==> config.mk <==
export PLATFORM = sky130hd
export DESIGN_NAME = multicycle_control
export DESIGN_NICKNAME = d
export VERILOG_FILES = /design/src/rtl/mips_ctrl_pkg.sv /design/src/rtl/mem_wait_timer.sv /design/src/rtl/multicycle_control.sv
export SDC_FILE = /design/constraint.sdc
export NUM_CORES = 1
export LEC_CHECK = 0
export ABC_CLOCK_PERIOD_IN_PS = 3570
export CAP_MARGIN = 20
export CORE_MARGIN = 4
export CORE_UTILIZATION = 40
export CTS_BUF_LIST = sky130_fd_sc_hd__clkbuf_8
export CTS_CLUSTER_DIAMETER = 50
export DETAILED_ROUTE_END_ITERATION = 8
export GPL_TIMING_DRIVEN = 0
export PLACE_DENSITY = 0.82
export SLEW_MARGIN = 20
export SYNTH_ARGS = -nofsm -noshare
export SYNTH_HDL_FRONTEND = slang
export SYNTH_SLANG_ARGS = --single-unit
==> constraint.sdc <==
create_clock -name clk -period 3.57 [get_ports clk]
set_input_delay 0.714 -clock clk [delete_from_list [all_inputs] [get_ports clk]]
set_output_delay 0.714 -clock clk [all_outputs]
set_load 0.05 [all_outputs]
==> src/rtl/mips_ctrl_pkg.sv <==
// Shared definitions for the multi-cycle MIPS32 main control unit.
// Contents: FSM state enum, opcode constants, ALUOp codes, ALUSrcB and
// PCSource mux encodings.
package mips_ctrl_pkg;

    typedef enum logic [3:0] {
        StFetch,
        StDecode,
        StMemAdr,
        StMemRd,
        StMemWb,
        StMemWr,
        StExecR,
        StRwb,
        StExecI,
        StIwb,
        StBranch,
        StJump,
        StTrap
    } state_t;

    localparam logic [5:0] OP_RTYPE = 6'b000000;
    localparam logic [5:0] OP_J     = 6'b000010;
    localparam logic [5:0] OP_BEQ   = 6'b000100;
    localparam logic [5:0] OP_BNE   = 6'b000101;
    localparam logic [5:0] OP_ADDI  = 6'b001000;
    localparam logic [5:0] OP_SLTI  = 6'b001010;
    localparam logic [5:0] OP_ANDI  = 6'b001100;
    localparam logic [5:0] OP_ORI   = 6'b001101;
    localparam logic [5:0] OP_LW    = 6'b100011;
    localparam logic [5:0] OP_SW    = 6'b101011;

    localparam int unsigned ALU_ADD   = 0;
    localparam int unsigned ALU_SUB   = 1;
    localparam int unsigned ALU_FUNCT = 2;
    localparam int unsigned ALU_SLT   = 3;
    localparam int unsigned ALU_AND   = 4;
    localparam int unsigned ALU_OR    = 5;

    localparam logic [1:0] SRCB_REG    = 2'b00;
    localparam logic [1:0] SRCB_FOUR   = 2'b01;
    localparam logic [1:0] SRCB_IMM    = 2'b10;
    localparam logic [1:0] SRCB_IMM_SH = 2'b11;

    localparam logic [1:0] PCSRC_ALU    = 2'b00;
    localparam logic [1:0] PCSRC_ALUOUT = 2'b01;
    localparam logic [1:0] PCSRC_JUMP   = 2'b10;

endpackage

==> src/rtl/mem_wait_timer.sv <==
// Memory wait counter with timeout compare.
// Ports:
//   clk, rst_n  - clock, asynchronous active-low reset
//   waitState   - FSM is in a state that waits on MemReady (FETCH/MEMRD/MEMWR)
//   memReady    - memory handshake
//   timeout     - this stalled cycle is the MEM_TIMEOUT-th in a row (never set if MEM_TIMEOUT = 0)
module mem_wait_timer #(
    parameter int unsigned MEM_TIMEOUT = 0
) (
    input  logic clk,
    input  logic rst_n,
    input  logic waitState,
    input  logic memReady,
    output logic timeout
);

    localparam int unsigned CntW = (MEM_TIMEOUT > 0) ? $clog2(MEM_TIMEOUT + 1) : 1;
    localparam logic [CntW-1:0] CntMax = '1;

    logic [CntW-1:0] cntQ, cntD;
    logic            stalled;

    assign stalled = waitState && !memReady;

    // cntQ counts earlier stalled cycles, so cntQ + 1 includes the current one.
    assign timeout = (MEM_TIMEOUT > 0) && stalled && ((32'(cntQ) + 32'd1) >= MEM_TIMEOUT);

    // A wait state is only left on MemReady or on timeout, so clearing on those
    // two (and outside wait states) also covers every state change.
    always_comb begin
        cntD = cntQ;
        if (!stalled || timeout) begin
            cntD = '0;
        end else if (cntQ != CntMax) begin
            cntD = cntQ + CntW'(1);
        end
    end

    always_ff @(posedge clk or negedge rst_n) begin
        if (!rst_n) begin
            cntQ <= '0;
        end else begin
            cntQ <= cntD;
        end
    end

endmodule

==> src/rtl/multicycle_control.sv <==
// Multi-cycle MIPS32 main control FSM: sequences fetch, decode, execute, memory
// and writeback, driving the shared-ALU datapath muxes and enables.
// Ports:
//   clk, rst_n         - clock, asynchronous active-low reset
//   Opcode             - instr[31:26] from the IR (sampled in DECODE)
//   MemReady           - memory access completes this cycle
//   PCWrite/PCWriteCond/BranchNe/PCSource - PC update control
//   IorD/MemRead/MemWrite/IRWrite          - memory and IR control
//   MemToReg/RegDst/RegWrite               - register file writeback control
//   ALUSrcA/ALUSrcB/ExtZero/ALUOp          - ALU operand and operation select
//   InstrDone          - pulses in the last cycle of each instruction
//   IllegalOp/MemTimeout - sticky trap causes
module multicycle_control
    import mips_ctrl_pkg::*;
#(
    parameter int unsigned ALUOP_W      = 3,
    parameter bit          EN_BNE       = 1'b1,
    parameter bit          EN_LOGIC_IMM = 1'b1,
    parameter int unsigned MEM_TIMEOUT  = 0
) (
    input  logic               clk,
    input  logic               rst_n,
    input  logic [5:0]         Opcode,
    input  logic               MemReady,
    output logic               PCWrite,
    output logic               PCWriteCond,
    output logic               BranchNe,
    output logic               IorD,
    output logic               MemRead,
    output logic               MemWrite,
    output logic               IRWrite,
    output logic               MemToReg,
    output logic               RegDst,
    output logic               RegWrite,
    output logic               ALUSrcA,
    output logic [1:0]         ALUSrcB,
    output logic               ExtZero,
    output logic [ALUOP_W-1:0] ALUOp,
    output logic [1:0]         PCSource,
    output logic               InstrDone,
    output logic               IllegalOp,
    output logic               MemTimeout
);

    state_t     stateQ, stateD;
    logic [5:0] opRegQ;
    logic       illegalOpQ, memTimeoutQ;
    logic       illegalDet;
    logic       waitState;
    logic       timeout;

    assign waitState = (stateQ == StFetch) || (stateQ == StMemRd) || (stateQ == StMemWr);

    mem_wait_timer #(
        .MEM_TIMEOUT(MEM_TIMEOUT)
    ) uTimer (
        .clk      (clk),
        .rst_n    (rst_n),
        .waitState(waitState),
        .memReady (MemReady),
        .timeout  (timeout)
    );

    always_comb begin
        stateD      = stateQ;
        illegalDet  = 1'b0;
        PCWrite     = 1'b0;
        PCWriteCond = 1'b0;
        BranchNe    = 1'b0;
        IorD        = 1'b0;
        MemRead     = 1'b0;
        MemWrite    = 1'b0;
        IRWrite     = 1'b0;
        MemToReg    = 1'b0;
        RegDst      = 1'b0;
        RegWrite    = 1'b0;
        ALUSrcA     = 1'b0;
        ALUSrcB     = SRCB_REG;
        ExtZero     = 1'b0;
        ALUOp       = ALUOP_W'(ALU_ADD);
        PCSource    = PCSRC_ALU;
        InstrDone   = 1'b0;

        case (stateQ)
            StFetch: begin
                MemRead = 1'b1;
                ALUSrcB = SRCB_FOUR;
                IRWrite = MemReady;
                PCWrite = MemReady;
                if (timeout)       stateD = StTrap;
                else if (MemReady) stateD = StDecode;
            end
            StDecode: begin
                // Branch target PC + (imm << 2) is computed speculatively here.
                ALUSrcB = SRCB_IMM_SH;
                case (Opcode)
                    OP_RTYPE:         stateD = StExecR;
                    OP_LW, OP_SW:     stateD = StMemAdr;
                    OP_ADDI, OP_SLTI: stateD = StExecI;
                    OP_ANDI, OP_ORI:  stateD = EN_LOGIC_IMM ? StExecI : StTrap;
                    OP_BEQ:           stateD = StBranch;
                    OP_BNE:           stateD = EN_BNE ? StBranch : StTrap;
                    OP_J:             stateD = StJump;
                    default:          stateD = StTrap;
                endcase
                illegalDet = (stateD == StTrap);
            end
            StMemAdr: begin
                ALUSrcA = 1'b1;
                ALUSrcB = SRCB_IMM;
                stateD  = (opRegQ == OP_SW) ? StMemWr : StMemRd;
            end
            StMemRd: begin
                MemRead = 1'b1;
                IorD    = 1'b1;
                if (timeout)       stateD = StTrap;
                else if (MemReady) stateD = StMemWb;
            end
            StMemWb: begin
                MemToReg = 1'b1;
                RegWrite = 1'b1;
                stateD   = StFetch;
            end
            StMemWr: begin
                MemWrite = 1'b1;
                IorD     = 1'b1;
                if (timeout)       stateD = StTrap;
                else if (MemReady) stateD = StFetch;
            end
            StExecR: begin
                ALUSrcA = 1'b1;
                ALUSrcB = SRCB_REG;
                ALUOp   = ALUOP_W'(ALU_FUNCT);
                stateD  = StRwb;
            end
            StRwb: begin
                RegDst   = 1'b1;
                RegWrite = 1'b1;
                stateD   = StFetch;
            end
            StExecI: begin
                ALUSrcA = 1'b1;
                ALUSrcB = SRCB_IMM;
                case (opRegQ)
                    OP_SLTI: ALUOp = ALUOP_W'(ALU_SLT);
                    OP_ANDI: begin
                        ALUOp   = ALUOP_W'(ALU_AND);
                        ExtZero = 1'b1;
                    end
                    OP_ORI: begin
                        ALUOp   = ALUOP_W'(ALU_OR);
                        ExtZero = 1'b1;
                    end
                    default: ALUOp = ALUOP_W'(ALU_ADD);
                endcase
                stateD = StIwb;
            end
            StIwb: begin
                RegWrite = 1'b1;
                stateD   = StFetch;
            end
            StBranch: begin
                ALUSrcA     = 1'b1;
                ALUSrcB     = SRCB_REG;
                ALUOp       = ALUOP_W'(ALU_SUB);
                PCWriteCond = 1'b1;
                PCSource    = PCSRC_ALUOUT;
                BranchNe    = (opRegQ == OP_BNE);
                stateD      = StFetch;
            end
            StJump: begin
                PCWrite  = 1'b1;
                PCSource = PCSRC_JUMP;
                stateD   = StFetch;
            end
            StTrap: stateD = StTrap;
            default: stateD = StFetch;
        endcase

        InstrDone = (stateD == StFetch) && (stateQ != StFetch);

        // Reset state is FETCH, whose outputs are non-zero; force them low
        // for as long as rst_n is held.
        if (!rst_n) begin
            PCWrite     = 1'b0;
            PCWriteCond = 1'b0;
            BranchNe    = 1'b0;
            IorD        = 1'b0;
            MemRead     = 1'b0;
            MemWrite    = 1'b0;
            IRWrite     = 1'b0;
            MemToReg    = 1'b0;
            RegDst      = 1'b0;
            RegWrite    = 1'b0;
            ALUSrcA     = 1'b0;
            ALUSrcB     = 2'b00;
            ExtZero     = 1'b0;
            ALUOp       = '0;
            PCSource    = 2'b00;
            InstrDone   = 1'b0;
        end
    end

    assign IllegalOp  = illegalOpQ;
    assign MemTimeout = memTimeoutQ;

    always_ff @(posedge clk or negedge rst_n) begin
        if (!rst_n) begin
            stateQ      <= StFetch;
            opRegQ      <= '0;
            illegalOpQ  <= 1'b0;
            memTimeoutQ <= 1'b0;
        end else begin
            stateQ <= stateD;
            if (stateQ == StDecode) opRegQ <= Opcode;
            if (illegalDet)         illegalOpQ <= 1'b1;
            if (timeout)            memTimeoutQ <= 1'b1;
        end
    end

endmodule

==> flow_metrics.env <==
export IMPL_slowest_delay_ps=790
export IMPL_final_max_slew_violation_count=0
export IMPL_skew_ps=2.52
export IMPL_period_share_pct=93.6
export IMPL_antenna_found_initial=0
export IMPL_drive_above_1_share_pct=17.5
export IMPL_cp_end_kind="output pin"
export IMPL_period_minus_slack_ps=3340
export IMPL_grt_first_pass_wirelength_um=4110
export IMPL_drt_iter0_drc=35
export IMPL_postCtsHoldBufs=0
export IMPL_arrival_ps=2630
export IMPL_cts_buffers=3
export IMPL_ys_ff_latch=11
export IMPL_area_growth_pct=39.1
export IMPL_dieWidth_um=57.0
export IMPL_crit_family="buffers and inverters"
export IMPL_yosysWarnings=0
export IMPL_grt_usage_pct=15.5
export IMPL_drc=0
export IMPL_finalSetupTns_ps=0
export IMPL_yosysUniqueCellTypes=39
export IMPL_synthesis_area_um2=960
export IMPL_start_util_pct=42.6
export IMPL_dieArea_mm2=0.00325
export IMPL_htree_levels=1
export IMPL_grt_max_degree=17
export IMPL_synthCells=121
export IMPL_startpoint_type="input pin"
export IMPL_hp_class="in -> async"
export IMPL_die_height_um=57.0
export IMPL_finalCoreUtilization_pct=59.2
export IMPL_diodes=0
export IMPL_grt_pass1_vias=983
export IMPL_port_buffers=29
export IMPL_dp_hpwl_um=1900
export IMPL_ant_nets=0
export IMPL_rows=17
export IMPL_ys_seq_area_share_pct=28.7
export IMPL_cts_sinks=11
export IMPL_rsz0062_at_grt="no"
export IMPL_cellPowerDensity_mw_per_mm2=691
export IMPL_critPathSlowestCell="clkdlybuf4s50_1"
export IMPL_setup_viol=0
export IMPL_wire_per_inst_um=13.5
export IMPL_worstPathRequired_ps=2860
export IMPL_cts_tree="done"
export IMPL_fmax_mhz=299
export IMPL_crit_start="rst_n"
export IMPL_cts_resized=4
export IMPL_criticalPathCategory="in -> out"
export IMPL_gp_congestion=0.898
export IMPL_wl_um=2460
export IMPL_p_leak_nw=0.521
export IMPL_clk_latency_ps=240
export IMPL_rr_startpoint="stateQ[2]"
export IMPL_vias_per_cell=5.58
export IMPL_max_cap_violations=0
export IMPL_timing_hold_ws_ps=476
export IMPL_crit_chain="clkdlybuf4s15_2, nand3b_1, nor3b_1, buf_4, clkdlybuf4s50_1"
export IMPL_root_buffer="clkbuf_8"
export IMPL_clk_pin_slew_ps=50
export IMPL_worst_slew_pin_slew_ps=522
export IMPL_syn_avg_cell_area_um2=7.93
export IMPL_placeableCoreArea_mm2=0.00225
export IMPL_finalHoldViolCount=0
export IMPL_clockBufferDepth=2
export IMPL_nets=164
export IMPL_overflow=0
export IMPL_crit_fanout=16
export IMPL_status="completed"
export IMPL_path_buf_inv=3
export IMPL_cts_setup_buffers=0
export IMPL_firstDrtPassIters=4
export IMPL_vias=1015
export IMPL_slew_headroom_pct=65.1
export IMPL_synth_nets=130
export IMPL_irDropWorstVdd_mv=0.377
export IMPL_io_pins=31
-- state kept, by name, indices dropped and copies added (netlist names) --
register   count
stateQ         4
opRegQ         6
IllegalOp      1
-- worst reg2reg max path, delay by kind of cell, from the launching register on --
| family | cells | cell delay [ps] |
|---|---|---|
| and+or+nand+nor | 2 | 450 |
| DFF | 1 | 410 |
| muxes | 1 | 350 |
| buffers and inverters | 1 | 170 |
-- metrics by stage --
| step | area [µm²] | setup WS [ps] | total power, mW | cells |
|---|---|---|---|---|
| after floorplan | 966 | -94.2 | 0.656 | 121 |
| after global placement | 1290 | -426 | 0.796 | 178 |
| after detailed placement | 1290 | -486 | 0.807 | 178 |
| after CTS | 1340 | 65.7 | 0.926 | 182 |
| after global routing | 1340 | 28.2 | 0.993 | 182 |
| final | 1340 | 230 | 0.923 | 182 |
-- routing by layer --
metal	track usage, %	vias to the layer above	part of all wire, %
met1	17.6	461	43
met3	3.62	5	7.2
li1	-	501	-
met5	0	-	0
met2	27.2	48	49
met4	7.28	0	1.4
-- kinds of logic (layout without fill, tap and decap cells) --
kind of cell	count (synthesis)	count (layout)	share of synthesized area, %
simple gates	63	63	36.8
buf+inv	13	46	7.43
compound gates	25	25	17.7
flops	11	11	28.7
mux	7	7	8.08
xor+xnor	1	1	0.913
other cells	1	1	0.391
-- placed cells by master (no fill, tap or decap), types with 4 or more instances in the layout --
master | synthesis | final
o21ai_0 | 6 | 6
clkdlybuf4s50_1 | 0 | 26
inv_1 | 5 | 6
nor2_1 | 19 | 19
a21oi_1 | 7 | 7
nand2_1 | 8 | 8
buf_4 | 6 | 6
mux2_2 | 6 | 6
dfrtp_1 | 11 | 11
nor3_1 | 8 | 8
nand2b_1 | 4 | 4
-- report_power, final --
group / switching (mW) / internal [mW] / total [mW] / leakage [nW]
combinational: 0.348 / 0.225 / 0.573 / 0.363
clock: 0.0442 / 0.0752 / 0.119 / 0.0269
sequential: 0.0514 / 0.179 / 0.230 / 0.131
-- cell type report --
| cell class | count | area (µm²) |
|---|---|---|
| repair buffers | 29 | 289 |
| plain buffers | 8 | 52.6 |
| multi-input cells | 97 | 619 |
| fillers | 220 | 920 |
| well taps | 28 | 35.0 |
| flip-flops and latches | 11 | 275 |
| clock buffers | 3 | 41.3 |
| inverters | 5 | 18.8 |
| clock inverters | 1 | 3.75 |
-- synthesized netlist by cell type --
| cell | instances | area share (%) |
|---|---|---|
| nor3b_1 | 4 | 3.1 |
| nand2b_1 | 4 | 2.6 |
| or2b_1 | 1 | 0.78 |
| or3_1 | 1 | 0.65 |
| o211ai_1 | 1 | 0.78 |
| buf_4 | 6 | 4.7 |
| o21ai_0 | 6 | 3.1 |
| mux2i_1 | 1 | 1.0 |
| xnor2_1 | 1 | 0.91 |
| nand2_1 | 8 | 3.1 |
| dfrtp_1 | 11 | 29 |
| a41oi_1 | 1 | 0.91 |
| nor4_1 | 2 | 1.3 |
| nor4_2 | 1 | 1.3 |
| nor3_1 | 8 | 4.2 |
| mux2_2 | 6 | 7.0 |
| o21a_1 | 2 | 1.6 |
| clkbuf_1 | 2 | 0.78 |
| or4b_4 | 1 | 1.4 |
| nor2b_1 | 1 | 0.65 |
| inv_1 | 5 | 2.0 |
| o2111ai_1 | 2 | 1.8 |
| o22ai_1 | 1 | 0.65 |
| a21oi_1 | 7 | 3.7 |
| and3_1 | 2 | 1.3 |
| or3b_2 | 2 | 1.8 |
| or2_2 | 2 | 1.3 |
| or4_2 | 1 | 0.91 |
| nor4b_1 | 1 | 0.91 |
| nand3b_1 | 3 | 2.3 |
| o21bai_1 | 1 | 0.78 |
| a22o_1 | 1 | 0.91 |
| nand2_2 | 1 | 0.65 |
| conb_1 | 1 | 0.39 |
| a2111oi_0 | 1 | 0.91 |
| nand4b_1 | 1 | 0.91 |
| a32oi_1 | 1 | 0.91 |
| a41oi_2 | 1 | 1.7 |
| nor2_1 | 19 | 7.4 |
-- worst paths after layout --
path                       slack, ps  depth (start not counted)           to
min in group clk                 480                          1    IllegalOp
setup reg to reg                2080                          4    opRegQ[4]
max in group asynchronous       2820                          1    opRegQ[3]
setup / recovery                 230                          5  PCSource[0]
hold / removal                   480                          1    IllegalOp
hold reg to reg                  480                          1    IllegalOp
Power figures use the tool's default switching activity.
